## config.mk

```make
export PLATFORM = sky130hd
export DESIGN_NAME = fifo_param
export DESIGN_NICKNAME = d
export VERILOG_FILES = /design/src/rtl/fifo_param.sv
export SDC_FILE = /design/constraint.sdc
export NUM_CORES = 1
export LEC_CHECK = 0
export ABC_AREA = 1
export CAP_MARGIN = 15
export CORE_MARGIN = 3
export CORE_UTILIZATION = 50
export CTS_CLUSTER_DIAMETER = 30
export DETAILED_ROUTE_END_ITERATION = 8
export PLACE_DENSITY = 0.76
export SKIP_CTS_REPAIR_TIMING = 1
export SYNTH_ARGS = -nofsm -noshare
export SYNTH_HDL_FRONTEND = slang
export SYNTH_SLANG_ARGS = --single-unit
```

## constraint.sdc

```tcl
create_clock -name clk_i -period 2.3 [get_ports clk_i]
set_clock_uncertainty 0.15 [all_clocks]
set_input_delay 0.46 -clock clk_i [delete_from_list [all_inputs] [get_ports clk_i]]
set_output_delay 0.46 -clock clk_i [all_outputs]
set_load 0.01 [all_outputs]
```

## src/rtl/fifo_param.sv

```systemverilog
// Parametrised show-ahead synchronous FIFO with occupancy count and full/almost-full flags.
// Define FIFO_ERR_FLAG_EN to add sticky overflow/underflow outputs.
module fifo_param #(
  parameter int width        = 8,
  parameter int depth        = 16,
  parameter int afull_thresh = depth - 2
) (
  input  logic                         clk_i,
  input  logic                         rstn_i,
  input  logic                         write_i,
  input  logic [width-1:0]             data_i,
  input  logic                         read_i,
  output logic [width-1:0]             data_o,
  output logic                         empty_o,
  output logic                         full_o,
  output logic                         afull_o,
  output logic [$clog2(depth+1)-1:0]   count_o
`ifdef FIFO_ERR_FLAG_EN
  ,
  output logic                         ovf_o,
  output logic                         udf_o
`endif
);

  localparam int AW = $clog2(depth);
  localparam int CW = $clog2(depth + 1);
  localparam logic [AW-1:0] PTR_LAST = AW'(depth - 1);
  localparam logic [CW-1:0] DEPTH_C  = CW'(depth);
  localparam logic [CW-1:0] AFULL_C  = CW'(afull_thresh);

  logic [width-1:0] r_mem [depth];
  logic [AW-1:0]    r_wr_ptr;
  logic [AW-1:0]    r_rd_ptr;
  logic [CW-1:0]    r_count;
  logic             r_empty;
  logic             r_full;
  logic             r_afull;
  logic             w_wr_acc;
  logic             w_rd_acc;
  logic [CW-1:0]    w_count_nxt;

  // A full FIFO still takes a write when the head is popped in the same cycle.
  assign w_wr_acc = write_i & (~r_full | read_i);
  assign w_rd_acc = read_i & ~r_empty;

  always_comb begin
    w_count_nxt = r_count;
    case ({w_wr_acc, w_rd_acc})
      2'b10:   w_count_nxt = r_count + 1'b1;
      2'b01:   w_count_nxt = r_count - 1'b1;
      default: w_count_nxt = r_count;
    endcase
  end

  // Flags are registered from the next count so no input reaches an output combinationally.
  always_ff @(posedge clk_i or negedge rstn_i) begin
    if (!rstn_i) begin
      r_wr_ptr <= '0;
      r_rd_ptr <= '0;
      r_count  <= '0;
      r_empty  <= 1'b1;
      r_full   <= 1'b0;
      r_afull  <= 1'b0;
    end else begin
      if (w_wr_acc) r_wr_ptr <= (r_wr_ptr == PTR_LAST) ? '0 : r_wr_ptr + 1'b1;
      if (w_rd_acc) r_rd_ptr <= (r_rd_ptr == PTR_LAST) ? '0 : r_rd_ptr + 1'b1;
      r_count <= w_count_nxt;
      r_empty <= (w_count_nxt == '0);
      r_full  <= (w_count_nxt == DEPTH_C);
      r_afull <= (w_count_nxt >= AFULL_C);
    end
  end

  always_ff @(posedge clk_i) begin
    if (w_wr_acc) r_mem[r_wr_ptr] <= data_i;
  end

  assign data_o  = r_mem[r_rd_ptr];
  assign empty_o = r_empty;
  assign full_o  = r_full;
  assign afull_o = r_afull;
  assign count_o = r_count;

`ifdef FIFO_ERR_FLAG_EN
  logic r_ovf;
  logic r_udf;

  always_ff @(posedge clk_i or negedge rstn_i) begin
    if (!rstn_i) begin
      r_ovf <= 1'b0;
      r_udf <= 1'b0;
    end else begin
      if (write_i & r_full & ~read_i) r_ovf <= 1'b1;
      if (read_i & r_empty)           r_udf <= 1'b1;
    end
  end

  assign ovf_o = r_ovf;
  assign udf_o = r_udf;
`endif

endmodule

```

Yosys cells after proc, flatten, opt, wreduce, memory -nomap -nowiden
Memories as Yosys holds them, arrays and structs flattened.
Index checks and enable logic that the tools add are counted.
{"block": "classes", "add_sub_neg": 4, "n_lt_le_gt_ge": 1, "eq_ne": 5, "mux": 5, "bitwise": 5, "n_reduce_logical": 1}
{"cell": "5-bit one-hot mux with 2 select lines", "count": 1}
{"cell": "4-bit by 1-bit adder with 4-bit output (second input constant)", "count": 2}
{"cell": "4-bit equality test (second input constant)", "count": 2}
{"cell": "4-bit two-way mux", "count": 2}
{"cell": "5-bit by 1-bit adder with 5-bit output (second input constant)", "count": 1}
{"cell": "5-bit equality test (second input constant)", "count": 1}
{"cell": "5-bit by 4-bit greater-or-equal comparator with 1-bit output (second input constant)", "count": 1}
{"cell": "5-bit zero test", "count": 1}
{"cell": "5-bit by 1-bit subtractor with 5-bit output (second input constant)", "count": 1}
{"cell": "1-bit AND", "count": 2}
{"cell": "2-bit by 1-bit equality test with 1-bit output (second input constant)", "count": 1}
{"cell": "2-bit equality test (second input constant)", "count": 1}
{"cell": "1-bit two-way mux", "count": 2}
{"cell": "1-bit inverter", "count": 2}
{"cell": "1-bit bitwise OR", "count": 1}
{"block": "word_totals", "register_bits": 16, "mem_bits_rw": 128, "in_bits": 12, "output_inout_bits": 16, "elab_cells": 28, "n_memories": 1}
{"name": "r_mem", "words": 16, "word_bits": 8, "read_ports": 1, "rd_ports_with_merged_regs": 0, "wr": 1, "line_no": "31", "text": "logic [width-1:0] r_mem [depth];"}

Depth between registers and ports, before layout
{"block": "depth", "word_depth": 6, "mapped_depth": 18, "mapped_depth_nobuf": 17}

Worst setup path after synthesis
Ideal clock, no wire load.
{"block": "synth_timing", "kind": "input to register", "start": "in read_i", "end": "reg r_afull, in the netlist afull_o", "setup_ns": 0.122, "arrival_ns": 1.974, "required_time_ns": 2.028, "slack_ns": 0.054, "path_stages": 16, "path_cell_list": "inv_1 nor2_1 ha_1 buf_6 nand2_1 inv_1 nor2_1 ha_1 inv_1 nand2_1 nand3_1 nand2_1 nand2_1 nand2_1 a21oi_1 nand2_1"}
{"block": "synth_between", "word_cells_on_any_way": 7, "cone_classes": "order compare: 1; eq/ne: 2; mux: 1; bitwise: 3"}
{"item": "start, declared", "line_no": "12", "text": "input logic read_i,"}
{"item": "1-bit AND (*)", "line_no": "44", "text": "assign w_rd_acc = read_i & ~r_empty;"}
{"item": "via w_rd_acc", "line_no": "39", "text": "logic w_rd_acc;"}
{"item": "2-bit by 1-bit equality test with 1-bit output or 2-bit equality test (tied branches)", "line_no": "48", "text": "case ({w_wr_acc, w_rd_acc})"}
{"item": "5-bit one-hot mux with 2 select lines (*)", "line_no": "48"}
{"item": "5-bit by 4-bit greater-or-equal comparator with 1-bit output (*)", "line_no": "70", "text": "r_afull <= (w_count_nxt >= AFULL_C);"}
{"item": "end signal, assigned", "line_no": "70"}
{"item": "end, declared", "line_no": "37", "text": "logic r_afull;"}
The timed path passes the listed nets; every way through them passes the cells marked *.
A chain may end at the register's enable or synchronous reset.

Worst setup path after layout
{"block": "layout_timing", "start": "reg r_rd_ptr[0]", "end": "out data_o[3]"}
{"block": "layout_between", "elab_chain_len": 1}
{"item": "start, declared", "line_no": "33", "text": "logic [AW-1:0] r_rd_ptr;"}
{"item": "start signal, assigned", "line_no": "66", "text": "if (w_rd_acc) r_rd_ptr <= (r_rd_ptr == PTR_LAST) ? '0 : r_rd_ptr + 1'b1;"}
{"item": "memory read 16 x 8 bit"}
{"item": "end, declared", "line_no": "13", "text": "output logic [width-1:0] data_o,"}
No other way between the ends.

==> summary.txt <==
Clock tree
  • Root buffer selected by CTS: clkbuf_16
  • Number of H-tree levels: 4
  • CTS tree: done
  • Clock transition at the registers of the reported paths: 0.06 ns
  • Skew-Pair Late Insertion Delay: 0.42 ns
  • TritonCTS buffer count: 17
  • Clk sinks: 144
  • Clock buffer depth: 2

Global routing
  • Initial antenna violation count: 0
  • Vias in the first global route: 4071
  • Gr ovfl total: 0
  • First-pass GRT wire length: 21.1 mm
  • Pin count of the biggest net entering global routing: 27
  • GRT Total Usage: 0.214

Critical path
  • Setup CP Type: reg -> out
  • Critical Path Source: r_rd_ptr[0]
  • Worst EP required: 1.69 ns
  • R2R Setup Slk: 0.21 ns
  • R2r startpoint: empty_o
  • Worst-path fanout max: 6
  • CP Data Arrival Time: 1.97 ns
  • Nature of the critical path startpoint: flip-flop
  • CP endpoint kind: primary output

Timing
  • F_max: 0.387 GHz
  • Final hold violations: 0
  • Tcrit/Tclk final: 1.12
  • Minimum hold slack: 0.340 ns
  • Final-report setup violation count: 8
  • Pin slew with the least headroom to its limit: 0.764 ns
  • Slew Limit Headroom: 0.489
  • RSZ-0062 raised after global routing: yes
  • Final Max Slew Viols: 0
  • Fin worst setup slack: -0.282 ns
  • Tmin final: 2.58 ns
  • Fin Setup TNS: -1.65 ns

Power and ir drop
  • Leakage Power: 2.73 nW
  • Max VDD drop: 0.000730 V
  • Pwr dens: 1320 nW/µm²
  • Seq pwr share: 0.352
  • Int Power: 6.42 mW
  • NetSw: 3.33 mW
  • Clock share of power: 0.276
  • Switching Fraction: 0.342
  • Comb pwr share: 0.372

Floorplanning
  • Site Rows: 39
  • Starting Density: 0.518
  • I/O pin cnt: 28
  • Area of the core: 11600 µm²
  • Die Area: 13300 µm²
  • Die W: 115 µm
  • Vert. Die Dim: 115 µm

Routing
  • DR iter-0 viols: 516
  • WL met1: 5.53 mm
  • Antenna-violating nets left: 0
  • Met2 WL: 7.04 mm
  • Top sig layer: met4
  • DRC viols: 0
  • Routed vias: 4229
  • Met3 wire length: 964 µm
  • Vias per Instance: 5.81
  • Routed len/inst: 19.0 µm
  • Iteration count of the initial detailed-routing pass: 5
  • Final WL: 13.8 mm

Job
  • Max-cap violations: 0

Synthesis
  • Post-Syn Instances: 502
  • Synthesized area per cell: 11.9 µm²
  • Synth Warn #: 0
  • Syn nets: 522
  • Post-synth EDFFs: 128
  • Netlist Area Pre-Place: 5990 µm²
  • Fraction of registers with async set/reset: 0.111
  • Top_reg_cell synth: edfxtp_1
  • Netlist cell types: 27
  • Post-synthesis sequential area ratio: 0.709
  • FF+latch count, synth: 144

Place
  • Port Buffers: 27
  • Final HPWL DP: 8.50 mm
  • Final Wtd Congestion: 0.806
  • Worst slack, placed: -0.351 ns

Layout
  • Layout area overhead: 23.2%
  • Antenna cells: 0
  • Layout cells sized above 1: 0.168
  • Fin nets: 593

Status
  • Outcome: finished with violations
  • Failing checks: setup timing

Hold path
  • Tightest Hold Check Type: in -> async
-- worst paths after layout --
kind / endpoint / cells after the start
setup / recovery: data_o[3] / 7
hold / removal: r_wr_ptr[3] / 1
setup reg to reg: afull_o / 13
hold reg to reg: r_wr_ptr[3] / 2
max in group asynchronous: r_rd_ptr[0] / 1
min in group clk_i: r_wr_ptr[3] / 2
-- layout by cell type, fill, tap and decap left out, types with 2 or more instances in the layout --
| cell | n |
|---|---|
| a21oi_1 | 2 |
| buf_12 | 7 |
| buf_2 | 2 |
| buf_4 | 37 |
| buf_8 | 2 |
| bufinv_16 | 3 |
| clkbuf_1 | 3 |
| clkbuf_16 | 19 |
| clkbuf_2 | 5 |
| clkdlybuf4s50_1 | 19 |
| clkinv_1 | 5 |
| clkinv_2 | 2 |
| clkinv_4 | 3 |
| dfrtp_1 | 14 |
| edfxtp_1 | 128 |
| ha_1 | 7 |
| inv_1 | 20 |
| nand2_1 | 57 |
| nand3_1 | 24 |
| nor2_1 | 97 |
| nor2_2 | 5 |
| o211ai_1 | 12 |
| o21ai_0 | 56 |
| o21ai_1 | 16 |
| o21ai_2 | 2 |
| o221ai_1 | 5 |
| o22ai_1 | 16 |
| xor2_1 | 3 |
-- cells by family (layout without fill, tap and decap cells) --
group,Yosys count,count (layout),synth area share
and+or+nand+nor,188,188,0.126
DFF,144,144,0.709
AOI/OAI and AO/OA,111,111,0.105
buffers and inverters,48,131,0.0401
adders and majority gates,8,8,0.0167
xor gates and xnor gates,3,3,0.00439
-- flip-flops by register name, indices dropped and copies added, names as in the netlist --
signal / flops
full_o: 1
r_rd_ptr: 4
count_o: 5
r_wr_ptr: 4
empty_o: 1
r_mem: 128
afull_o: 1
-- stage by stage --
step | std cells | util | instance area [µm²] | power [mW]
finish | 728 | 0.638 | 7380 | 9.75
detailed placement | 693 | 0.580 | 6700 | 6.92
floorplan | 502 | - | 5990 | 5.43
global route | 728 | 0.638 | 7380 | 10.3
CTS | 724 | 0.630 | 7280 | 9.62
global placement | 693 | 0.580 | 6700 | 6.80
-- final cells by class --
type | instances | area, µm²
sequential | 144 | 4250
fill | 816 | 4190
multi-input combinational | 310 | 1540
timing repair buffer | 76 | 747
clock buffer | 20 | 437
tap | 143 | 179
clock inverter | 11 | 141
inverter | 24 | 92.6
-- layer usage --
metal,track usage,vias to the layer above
met1,0.274,2087
met5,0,-
met4,0.100,0
li1,-,1932
met2,0.343,185
met3,0.0569,25
-- cells in the mapped netlist (2+ instances only) --
| master | instances | share of area |
|---|---|---|
| a21oi_1 | 3 | 0.0025 |
| buf_2 | 6 | 0.0050 |
| buf_4 | 2 | 0.0025 |
| buf_6 | 6 | 0.011 |
| clkbuf_1 | 10 | 0.0063 |
| clkinv_1 | 3 | 0.0019 |
| dfrtp_1 | 15 | 0.063 |
| edfxtp_1 | 128 | 0.64 |
| ha_1 | 8 | 0.017 |
| inv_1 | 20 | 0.013 |
| nand2_1 | 57 | 0.036 |
| nand3_1 | 24 | 0.020 |
| nor2_1 | 102 | 0.064 |
| o211ai_1 | 12 | 0.015 |
| o21ai_0 | 68 | 0.057 |
| o21ai_1 | 6 | 0.0050 |
| o221ai_1 | 5 | 0.0073 |
| o22ai_1 | 16 | 0.017 |
| xor2_1 | 3 | 0.0044 |
-- worst max-delay path, stage by stage (launching register included) --
cell and delay, ns:
dfrtp_2 0.49, buf_4 0.18, clkbuf_16 0.15, o21ai_0 0.18, o21ai_0 0.10, o211ai_1 0.22, nand3_1 0.10, clkbuf_2 0.14
-- power by group through the flow --
stage          clock [mW]  sequential (mW)  combinational (mW)
2_1_floorplan           0             3.43                2.00
3_3_place_gp            0             3.44                3.36
3_5_place_dp            0             3.46                3.46
4_1_cts              2.71             3.41                3.50
5_1_grt              2.84             3.46                3.97
6_report             2.69             3.44                3.62
No activity file was read; power rests on OpenSTA's default activity.
